**src/rtl/sa_fifo_pkg.sv**
```systemverilog
// Shared sizing for the RAM-backed staging FIFO and its RAM.
package sa_fifo_pkg;
  localparam int FIFO_DEPTH = 32;
  localparam int FIFO_AW    = 5;
  localparam int FIFO_DW    = 256;
  localparam int CNT_W      = FIFO_AW + 1;
endpackage

```
**src/rtl/sa_ram_rwsp_fifo_ctrl.sv**
```systemverilog
// Valid/ready FIFO sequencer for an external two-stage-read RAM; holds pointers,
// occupancy and the two pipeline-valid flags only.
module sa_ram_rwsp_fifo_ctrl
  import sa_fifo_pkg::*;
#(
  parameter int DEPTH = FIFO_DEPTH,
  parameter int AW    = FIFO_AW,
  parameter int DW    = FIFO_DW
) (
  input  logic          clk,
  input  logic          rstn,
  input  logic          clr,
  input  logic          wr_pvld,
  output logic          wr_prdy,
  input  logic [DW-1:0] wr_pd,
  output logic          rd_pvld,
  input  logic          rd_prdy,
  output logic [DW-1:0] rd_pd,
  output logic [AW-1:0] ram_wa,
  output logic          ram_we,
  output logic [DW-1:0] ram_di,
  output logic [AW-1:0] ram_ra,
  output logic          ram_re,
  output logic          ram_ore,
  input  logic [DW-1:0] ram_dout,
  output logic [AW:0]   count
);

  localparam int CW = AW + 1;

  logic [AW-1:0] wr_ptr_q, wr_ptr_d;
  logic [AW-1:0] rd_ptr_q, rd_ptr_d;
  logic [CW-1:0] count_q, count_d;
  logic [CW-1:0] pend_q, pend_d;
  logic          s1_vld_q, s1_vld_d;
  logic          s2_vld_q, s2_vld_d;
  logic          rd_acc;

  // Enables are all combinational from rd_prdy so the pipeline streams one word per cycle.
  always_comb begin
    wr_prdy = rstn && !clr && (count_q != CW'(DEPTH));
    ram_we  = wr_pvld && wr_prdy;
    ram_ore = s1_vld_q && (!s2_vld_q || rd_prdy);
    ram_re  = (pend_q != '0) && (!s1_vld_q || ram_ore) && !clr;
    rd_acc  = s2_vld_q && rd_prdy;

    wr_ptr_d = wr_ptr_q + AW'(ram_we);
    rd_ptr_d = rd_ptr_q + AW'(ram_re);
    count_d  = count_q + CW'(ram_we) - CW'(rd_acc);
    pend_d   = pend_q + CW'(ram_we) - CW'(ram_re);
    s1_vld_d = ram_re ? 1'b1 : (ram_ore ? 1'b0 : s1_vld_q);
    s2_vld_d = ram_ore || (s2_vld_q && !rd_prdy);

    if (clr) begin
      wr_ptr_d = '0;
      rd_ptr_d = '0;
      count_d  = '0;
      pend_d   = '0;
      s1_vld_d = 1'b0;
      s2_vld_d = 1'b0;
    end
  end

  always_ff @(posedge clk) begin
    if (!rstn) begin
      wr_ptr_q <= '0;
      rd_ptr_q <= '0;
      count_q  <= '0;
      pend_q   <= '0;
      s1_vld_q <= 1'b0;
      s2_vld_q <= 1'b0;
    end else begin
      wr_ptr_q <= wr_ptr_d;
      rd_ptr_q <= rd_ptr_d;
      count_q  <= count_d;
      pend_q   <= pend_d;
      s1_vld_q <= s1_vld_d;
      s2_vld_q <= s2_vld_d;
    end
  end

  assign rd_pvld = s2_vld_q;
  assign rd_pd   = ram_dout;
  assign ram_wa  = wr_ptr_q;
  assign ram_di  = wr_pd;
  assign ram_ra  = rd_ptr_q;
  assign count   = count_q;

endmodule

```
**config.mk**
```make
export PLATFORM = sky130hd
export DESIGN_NAME = sa_ram_rwsp_fifo_ctrl
export DESIGN_NICKNAME = d
export VERILOG_FILES = /design/src/rtl/sa_fifo_pkg.sv /design/src/rtl/sa_ram_rwsp_fifo_ctrl.sv
export SDC_FILE = /design/constraint.sdc
export NUM_CORES = 1
export LEC_CHECK = 0
export BUFFER_PORTS_ARGS = -buffer_cell sky130_fd_sc_hd__buf_2
export CORE_AREA = 2 2 413 415
export CTS_CLUSTER_SIZE = 16
export DETAILED_ROUTE_END_ITERATION = 12
export DIE_AREA = 0 0 415 417
export PLACE_DENSITY = 0.3
export SLEW_MARGIN = 20
export SYNTH_ARGS = -nofsm -noshare
export SYNTH_HDL_FRONTEND = slang
export SYNTH_SLANG_ARGS = --single-unit
```
**constraint.sdc**
```tcl
create_clock -name clk -period 2.6 [get_ports clk]
set_clock_uncertainty 0.05 [all_clocks]
set_input_delay 0.26 -clock clk [delete_from_list [all_inputs] [get_ports clk]]
set_output_delay 0.26 -clock clk [all_outputs]
set_load 0.05 [all_outputs]
```
==> results.toml, run 1 <==
[cts]
post_cts_buffers = 0
cts_sinks = 24
h-tree-depth = 1
cts_resized = 0
clk_latency_ns = 0.28
clock_tree.buffer_depth = 2
tritoncts = "yes"
postCtsHoldBufs = 0
cts-root-buf = "clkbuf_16"
cts_buffers = 3
cts.clk_slew.worst_paths_ns = 0.08

[routing]
via_per_inst = 0.879
wl_per_cell_um = 30.9
remaining_drc_errors = 0
routed_wl_mm = 74.1
vias = 2109
final_antenna_net_count = 0
first_pass_iters = 4
drt_iter0_drc = 136

[critical_path]
max_stage_delay_ns = 0.35
end_kind = "flop"
crit_arrival_ns = 2.47
reg2reg_from = "pend_q[4]$_SDFF_PP0_"
cp_data_required_time_ns = 2.72
crit_type = "reg2reg"
crit_chain = "inv_1 > ha_2 > nand2_2 > nor3_4 > nor3b_4 > ha_1 > inv_2 > ha_4 > inv_2 > fa_2 > nand2b_4 > a21oi_2 > o21a_1 > nor3_1"
critPathSlowestCell = "fa_2"
crit_top_cell = "inv_2"
startpoint_type = "flop"
setup.worst_path.start = "pend_q[4]$_SDFF_PP0_"
critPathMaxFanout = 2

[die]
fp.dieW_um = 415
ios = 1050
num_rows = 151
fp.coreArea_mm2 = 0.169
die_area_mm2 = 0.173
start_util = 0.0308
die_h_um = 417

[synth]
yosysMostFrequentCell = "buf_4"
synth_cell_type_count = 29
seq_area_frac_synth = 0.0927
syn_area_mm2 = 0.00518
syn_nets = 1200
synth-main-ff-cell = "dfxtp_1"
yosys-top-cells-count = "buf_4, dfxtp_1, inv_1, ha_1, nor2_1"
ys_ff_latch = 24
synth.top_cell.area_share = 0.743
netlist_top_cells_area = "buf_4, dfxtp_1, ha_1"
synthCells = 661
synth_edf_count = 0
synth_warnings = 0
yosys.area.top_type = "buf_4"
synthArstFlopShare = 0
syn_avg_cell_area_um2 = 7.84

[sta]
relSlewSlack = 0.720
period_minus_slack_ns = 2.36
grt_setup_unrepaired = "no"
max_clock_freq_mhz = 425
max_slew.worst_pin.slew_ns = 0.423
finalHoldViolCount = 0
slew_viol_final = 0
fin_ws_ns = 0.245
min_period_over_period = 0.906
finalSetupViolations = 0
setup_tns_ns = 0

[layout]
utilization = 0.0268
final_net_count = 720
fin_cells = 2400
fill_cells = 20200
regArea_um2 = 504
drive_above_1_share = 0.361
area_growth_pct = -12.9
multi_input_comb_area_um2 = 883

[place]
place_ws_ns = 0.239
hpwl_mm = 71.4
dp_cells = 2394
gp_congestion = 0.693
numPortBuffers = 25

[outcome]
status = "completed"

[min_path]
hold_path.class = "in2reg"
hold_start = "rd_prdy"

[global_routing]
gr-total-overflow = 0
grt_util_all_layers = 0.0824
antenna_found_initial = 5
grt_pass1_wl_mm = 79.4
grt_max_degree = 19
first_global_vias = 2123

[power]
p_per_area_mw_per_mm2 = 399
power_leakage_nw = 0.791
peakVddDrop_v = 0.000200
finalPower_mw = 1.80

[job]
maxCapViolCount = 0
worst max-delay path, delay by kind of cell, from the launching register on:
kind / cells / cell delay (ns)
AO/OA/AOI/OAI: 2 / 0.26
adder cells (fa/ha/maj): 4 / 0.93
AND/OR/NAND/NOR: 5 / 0.53
flip-flops: 1 / 0.31
buffers and inverters: 3 / 0.16
cell families (layout without fill, tap and decap cells):
group / count (synthesis) / count (layout) / synth area share
other: 0 / 2 / 0
XOR/XNOR: 8 / 8 / 0.0135
buffers and inverters: 536 / 55 / 0.760
AND/OR/NAND/NOR: 53 / 53 / 0.0543
flip-flops: 24 / 24 / 0.0927
AO/OA/AOI/OAI: 18 / 18 / 0.0236
adder cells (fa/ha/maj): 22 / 22 / 0.0560
sequential cells by signal, indices dropped and copies added (netlist names):
name	flops
pend_q	6
rd_pvld	1
s1_vld_q	1
ram_wa	5
count	6
ram_ra	5
path summary, 6_finish.rpt:
path,endpoint,slack (ns),cells past startpoint
setup / recovery,pend_q[4]$_SDFF_PP0_,0.24,14
hold / removal,rd_pvld$_SDFF_PP0_,0.24,4
setup reg to reg,pend_q[4]$_SDFF_PP0_,0.24,14
hold reg to reg,rd_pvld$_SDFF_PP0_,0.45,2
final cells by class:
| cell class | instances | share of cell area |
|---|---|---|
| timing repair buffer | 30 | 0.0360 |
| clock inverter | 1 | 0.00665 |
| inverter | 21 | 0.0175 |
| antenna | 2 | 0.00111 |
| tap | 2218 | 0.615 |
| multi-input combinational | 101 | 0.196 |
| sequential | 24 | 0.112 |
| clock buffer | 3 | 0.0166 |
metal layers:
metal | vias to the layer above | routed length [um] | GRT usage
met5 | - | 9 | 0.00639
met4 | 2 | 1630 | 0.0216
met3 | 85 | 30300 | 0.159
met2 | 746 | 34200 | 0.133
met1 | 710 | 7910 | 0.0247
li1 | 566 | - | -
power breakdown:
part           internal [mW]  switching [mW]  leakage (nW)
logic                  0.351           0.506         0.539
clock network          0.308           0.181        0.0511
registers              0.420          0.0369         0.200
total                   1.08           0.724         0.791
metrics by stage:
step / cell area (um^2) / hold slack [ns]
floorplan: 5330 / 0.403
global placement: 4400 / 0.434
detailed placement: 4400 / 0.437
CTS: 4510 / 0.221
global route: 4510 / 0.269
finish: 4510 / 0.238
cell usage in the layout (no fill, tap or decap), types with 3 or more instances in the layout:
cell type,n
clkbuf_16,3
a21oi_1,5
nand3_1,7
ha_4,4
inv_1,16
buf_2,25
and2_1,8
nor2_1,12
xor2_1,6
dfxtp_2,4
dfxtp_4,5
inv_2,5
nand2_1,4
ha_1,15
buf_4,5
dfxtp_1,15
nor3_1,6
a211oi_1,3
Power figures use the tool's default switching activity.
==> run 2: changes to the inputs <==
--- a/config.mk
+++ b/config.mk
@@ -5,11 +5,11 @@
 export SDC_FILE = /design/constraint.sdc
 export NUM_CORES = 1
 export LEC_CHECK = 0
-export BUFFER_PORTS_ARGS = -buffer_cell sky130_fd_sc_hd__buf_2
-export CORE_AREA = 2 2 413 415
+export CORE_AREA = 2 2 412 414
 export CTS_CLUSTER_SIZE = 16
 export DETAILED_ROUTE_END_ITERATION = 12
-export DIE_AREA = 0 0 415 417
+export DIE_AREA = 0 0 414 416
+export DONT_BUFFER_PORTS = 1
 export PLACE_DENSITY = 0.3
 export SLEW_MARGIN = 20
 export SYNTH_ARGS = -nofsm -noshare
==> run 2 against run 1 <==
Effect of this change:
- combinational power up 1%
- die area down 0.48%
- count of clock-buffer cells in the layout stayed put
- global-route usage down 0.15 points
- via count is essentially flat
- maximum frequency grew 0.28%
- non-clock buffer count decreased by 15
- first-iteration DRC count is 25% lower
- critical path depth is the same
- clock power shrank 3%
- register-to-register slack about the same
- worst hold slack got worse by 0.093 ns
- critical endpoint unchanged
- largest power group unchanged
==> results.toml, run 2 (synthesis gave the netlist of run 1 again) <==
[outcome]
status = "completed"

[cts]
h-tree-depth = 1
cts_buffers = 3
cts-root-buf = "clkbuf_16"
tritoncts = "yes"
clock_tree.buffer_depth = 2
postCtsHoldBufs = 0
clk_latency_ns = 0.28
post_cts_buffers = 0
cts_resized = 0
cts.clk_slew.worst_paths_ns = 0.08
cts_sinks = 24

[die]
ios = 1050
num_rows = 151
die_area_mm2 = 0.172
start_util = 0.0308
fp.coreArea_mm2 = 0.168
die_h_um = 416
fp.dieW_um = 414

[routing]
routed_wl_mm = 72.6
via_per_inst = 0.885
first_pass_iters = 4
vias = 2111
final_antenna_net_count = 0
drt_iter0_drc = 102
wl_per_cell_um = 30.5
remaining_drc_errors = 0

[sta]
max_slew.worst_pin.slew_ns = 0.660
slew_viol_final = 0
finalHoldViolCount = 0
relSlewSlack = 0.559
max_clock_freq_mhz = 426
finalSetupViolations = 0
min_period_over_period = 0.903
grt_setup_unrepaired = "no"
hold_ws_ns = 0.145
period_minus_slack_ns = 2.35

[power]
power_leakage_nw = 0.715
p_per_area_mw_per_mm2 = 402
finalPower_mw = 1.80
peakVddDrop_v = 0.000231

[global_routing]
antenna_found_initial = 1
grt_util_all_layers = 0.0809
gr-total-overflow = 0
grt_pass1_wl_mm = 78.1
first_global_vias = 2156
grt_max_degree = 19

[layout]
mostFrequentLayoutCells = "inv_1, ha_1, dfxtp_1, buf_4, nor2_1"
drive_above_1_share = 0.309
final_cell_area_mm2 = 0.00446
fin_cells = 2384
final_common_cell = "inv_1"
area_growth_pct = -13.9
utilization = 0.0265
final_net_count = 705

[critical_path]
end_kind = "flop"
crit_buf_inv = 3
crit_chain = "inv_1 > ha_2 > nand2_2 > nor3_4 > nor3b_4 > ha_1 > inv_2 > ha_4 > inv_2 > fa_2 > nand2b_4 > a21oi_2 > o21a_1 > nor3_1"
crit_family = "adder cells"
critPathMaxFanout = 2
startpoint_type = "flop"
crit_top_cell = "inv_2"
crit_type = "reg2reg"
max_stage_delay_ns = 0.35
crit_arrival_ns = 2.46
critPathSlowestCell = "fa_2"
reg2reg_slack_ns = 0.25
cp_data_required_time_ns = 2.72

[place]
numPortBuffers = 0
hpwl_mm = 69.7
dp_cells = 2379
gp_congestion = 0.655
dpl-instance-area_mm2 = 0.00436

[min_path]
hold_path.class = "in2reg"

[job]
maxCapViolCount = 0
run 2: cell types whose count changed in the layout (fill, tap and decap cells not counted), sizes merged:
cell and delta:
diode -1, buf -15
run 2: power by group:
part / internal [mW] / leakage, nW / switching (mW)
Combinational: 0.349 / 0.463 / 0.518
Clock: 0.308 / 0.0511 / 0.164
Sequential: 0.420 / 0.200 / 0.0376
run 2: worst reg2reg max path: cells and delay by family (launching register included):
family / cells / cell delay, ns
AND/OR/NAND/NOR: 5 / 0.52
AO/OA/AOI/OAI: 2 / 0.28
buffers and inverters: 3 / 0.15
flip-flops: 1 / 0.31
adder cells (fa/ha/maj): 4 / 0.92
run 2: path summary, 6_finish.rpt:
kind,start,end,cells past startpoint
max,pend_q[4]$_SDFF_PP0_,pend_q[4]$_SDFF_PP0_,14
min,rd_prdy,rd_pvld$_SDFF_PP0_,3
max reg2reg,pend_q[4]$_SDFF_PP0_,pend_q[4]$_SDFF_PP0_,14
min reg2reg,s1_vld_q$_SDFFE_PP0P_,rd_pvld$_SDFF_PP0_,2
run 2: final cells by class:
class                           count  area, um^2
Sequential cell                    24         504
Clock inverter                      1        30.0
Fill cell                       20100      164000
Multi-Input combinational cell    101         886
Timing Repair Buffer               15         113
Tap cell                         2218        2780
Inverter                           21        78.8
Antenna cell                        1        2.50
Clock buffer                        3        75.1
run 2: layer usage:
| metal | GRT usage | routed length (um) | vias up |
|---|---|---|---|
| li1 | - | - | 528 |
| met1 | 0.0243 | 7700 | 722 |
| met2 | 0.127 | 32500 | 722 |
| met3 | 0.164 | 30800 | 135 |
| met4 | 0.0157 | 1450 | 4 |
| met5 | 0.00556 | 106 | - |
run 2: metrics by stage:
stage | setup WS (ns) | setup TNS [ns]
3_3_place_gp | 0.202 | 0
6_report | 0.252 | 0
2_1_floorplan | -0.0921 | -0.0921
3_5_place_dp | 0.251 | 0
5_1_grt | 0.0959 | 0
4_1_cts | 0.237 | 0
==> run 3: changes to the inputs <==
--- a/config.mk
+++ b/config.mk
@@ -11,6 +11,7 @@
 export DIE_AREA = 0 0 414 416
 export DONT_BUFFER_PORTS = 1
 export PLACE_DENSITY = 0.3
+export RECOVER_POWER = 100
 export SLEW_MARGIN = 20
 export SYNTH_ARGS = -nofsm -noshare
 export SYNTH_HDL_FRONTEND = slang
==> run 3 against run 2 <==
Effect of this change:
- maximum frequency down 2.2%
- via count is 0.19% lower
- count of clock-buffer cells in the layout is the same
- first-iteration DRC count decreased by 5.9%
- critical endpoint unchanged
- largest cell class unchanged
- largest power group unchanged
==> results.toml, run 3 (synthesis gave the netlist of run 1 again) <==
[layout]
utilization = 0.0263
final_net_count = 705
area_growth_pct = -14.9
mostFrequentLayoutCells = "inv_1, dfxtp_1, ha_1, nor2_1, clkbuf_1"
final_cell_area_mm2 = 0.00441
drive_above_1_share = 0.218

[sta]
relSlewSlack = 0.318
fin_ws_ns = 0.198
slew_viol_final = 0
period_minus_slack_ns = 2.40
finalSetupViolations = 0
grt_setup_unrepaired = "no"
setup_tns_ns = 0
finalHoldViolCount = 0
max_clock_freq_mhz = 416
max_slew.worst_pin.slew_ns = 1.02
min_period_over_period = 0.924

[place]
place_ws_ns = 0.251
gp_congestion = 0.655
hpwl_mm = 69.7
dpl-instance-area_mm2 = 0.00436
numPortBuffers = 0

[die]
fp.dieW_um = 414
die_area_mm2 = 0.172
die_h_um = 416
num_rows = 151
ios = 1050
fp.coreArea_mm2 = 0.168
start_util = 0.0308

[routing]
vias = 2107
routed_wl_mm = 72.6
final_antenna_net_count = 0
wl_per_cell_um = 30.5
remaining_drc_errors = 0
first_pass_iters = 4
via_per_inst = 0.884
drt_iter0_drc = 96

[global_routing]
grt_util_all_layers = 0.0809
grt_max_degree = 19
grt_pass1_wl_mm = 78.1
antenna_found_initial = 1
first_global_vias = 2156
gr-total-overflow = 0

[min_path]
hold_start = "rd_prdy"
hold_path.class = "in2reg"
worstHoldPathCells = 3

[outcome]
status = "completed"

[power]
p_per_area_mw_per_mm2 = 401
power_leakage_nw = 0.671
finalPower_mw = 1.77
peakVddDrop_v = 0.000228

[critical_path]
max_stage_delay_ns = 0.35
end_kind = "flop"
crit_arrival_ns = 2.52
critPathMaxFanout = 2
crit_type = "reg2reg"
rr_worst_depth = 14
setup.worst_path.start = "pend_q[4]$_SDFF_PP0_"
crit_family = "adder cells"
crit_chain = "inv_1 > ha_1 > nand2_1 > nor3_4 > nor3b_4 > ha_1 > inv_2 > ha_4 > inv_2 > fa_2 > nand2b_4 > a21oi_2 > o21a_1 > nor3_1"
cp.depth = 14
crit_buf_inv = 3
reg2reg_from = "pend_q[4]$_SDFF_PP0_"
startpoint_type = "flop"
critPathSlowestCell = "fa_2"
cp_data_required_time_ns = 2.72

[cts]
postCtsHoldBufs = 0
cts_resized = 0
clock_tree.buffer_depth = 2
tritoncts = "yes"
cts-root-buf = "clkbuf_16"
h-tree-depth = 1
clk_latency_ns = 0.28
cts_sinks = 24
post_cts_buffers = 0
cts.clk_slew.worst_paths_ns = 0.08
cts_buffers = 3

[job]
maxCapViolCount = 0
## run 3: cell type report
type                            count  area (um^2)
Clock inverter                      1         30.0
Clock buffer                        3         75.1
Antenna cell                        1         2.50
Timing Repair Buffer               15         75.1
Inverter                           21         78.8
Tap cell                         2218         2780
Fill cell                       20100       164000
Multi-Input combinational cell    101          881
Sequential cell                    24          497
## run 3: worst reg2reg max path, delay by kind of cell (launching register included)
kind                     cells  cell delay, ns
AND/OR/NAND/NOR              5            0.55
buffers and inverters        3            0.15
AO/OA/AOI/OAI                2            0.28
flip-flops                   1            0.31
adder cells (fa/ha/maj)      4            0.94
## run 3: final timing paths
check	slack, ns	endpoint
setup / recovery	0.20	pend_q[4]$_SDFF_PP0_
hold / removal	0.15	rd_pvld$_SDFF_PP0_
setup reg to reg	0.20	pend_q[4]$_SDFF_PP0_
hold reg to reg	0.44	rd_pvld$_SDFF_PP0_
## run 3: per-stage QoR
| stage | hold WS, ns | cells |
|---|---|---|
| floorplan | 0.403 | 661 |
| global placement | 0.443 | 2379 |
| detailed placement | 0.427 | 2379 |
| CTS | 0.127 | 2383 |
| global route | 0.177 | 2383 |
| finish | 0.145 | 2384 |
## run 3: metal layers
| metal | routed length, um | vias to the layer above | global-route usage |
|---|---|---|---|
| met1 | 7700 | 719 | 0.0243 |
| met2 | 32500 | 722 | 0.127 |
| met5 | 106 | - | 0.00556 |
| met3 | 30800 | 135 | 0.164 |
| met4 | 1450 | 4 | 0.0157 |
| li1 | - | 527 | - |
## run 3: where the power goes
| group | internal (mW) | switching (mW) | total, mW |
|---|---|---|---|
| Combinational | 0.323 | 0.516 | 0.840 |
| Clock | 0.308 | 0.164 | 0.472 |
| Sequential | 0.421 | 0.0369 | 0.458 |
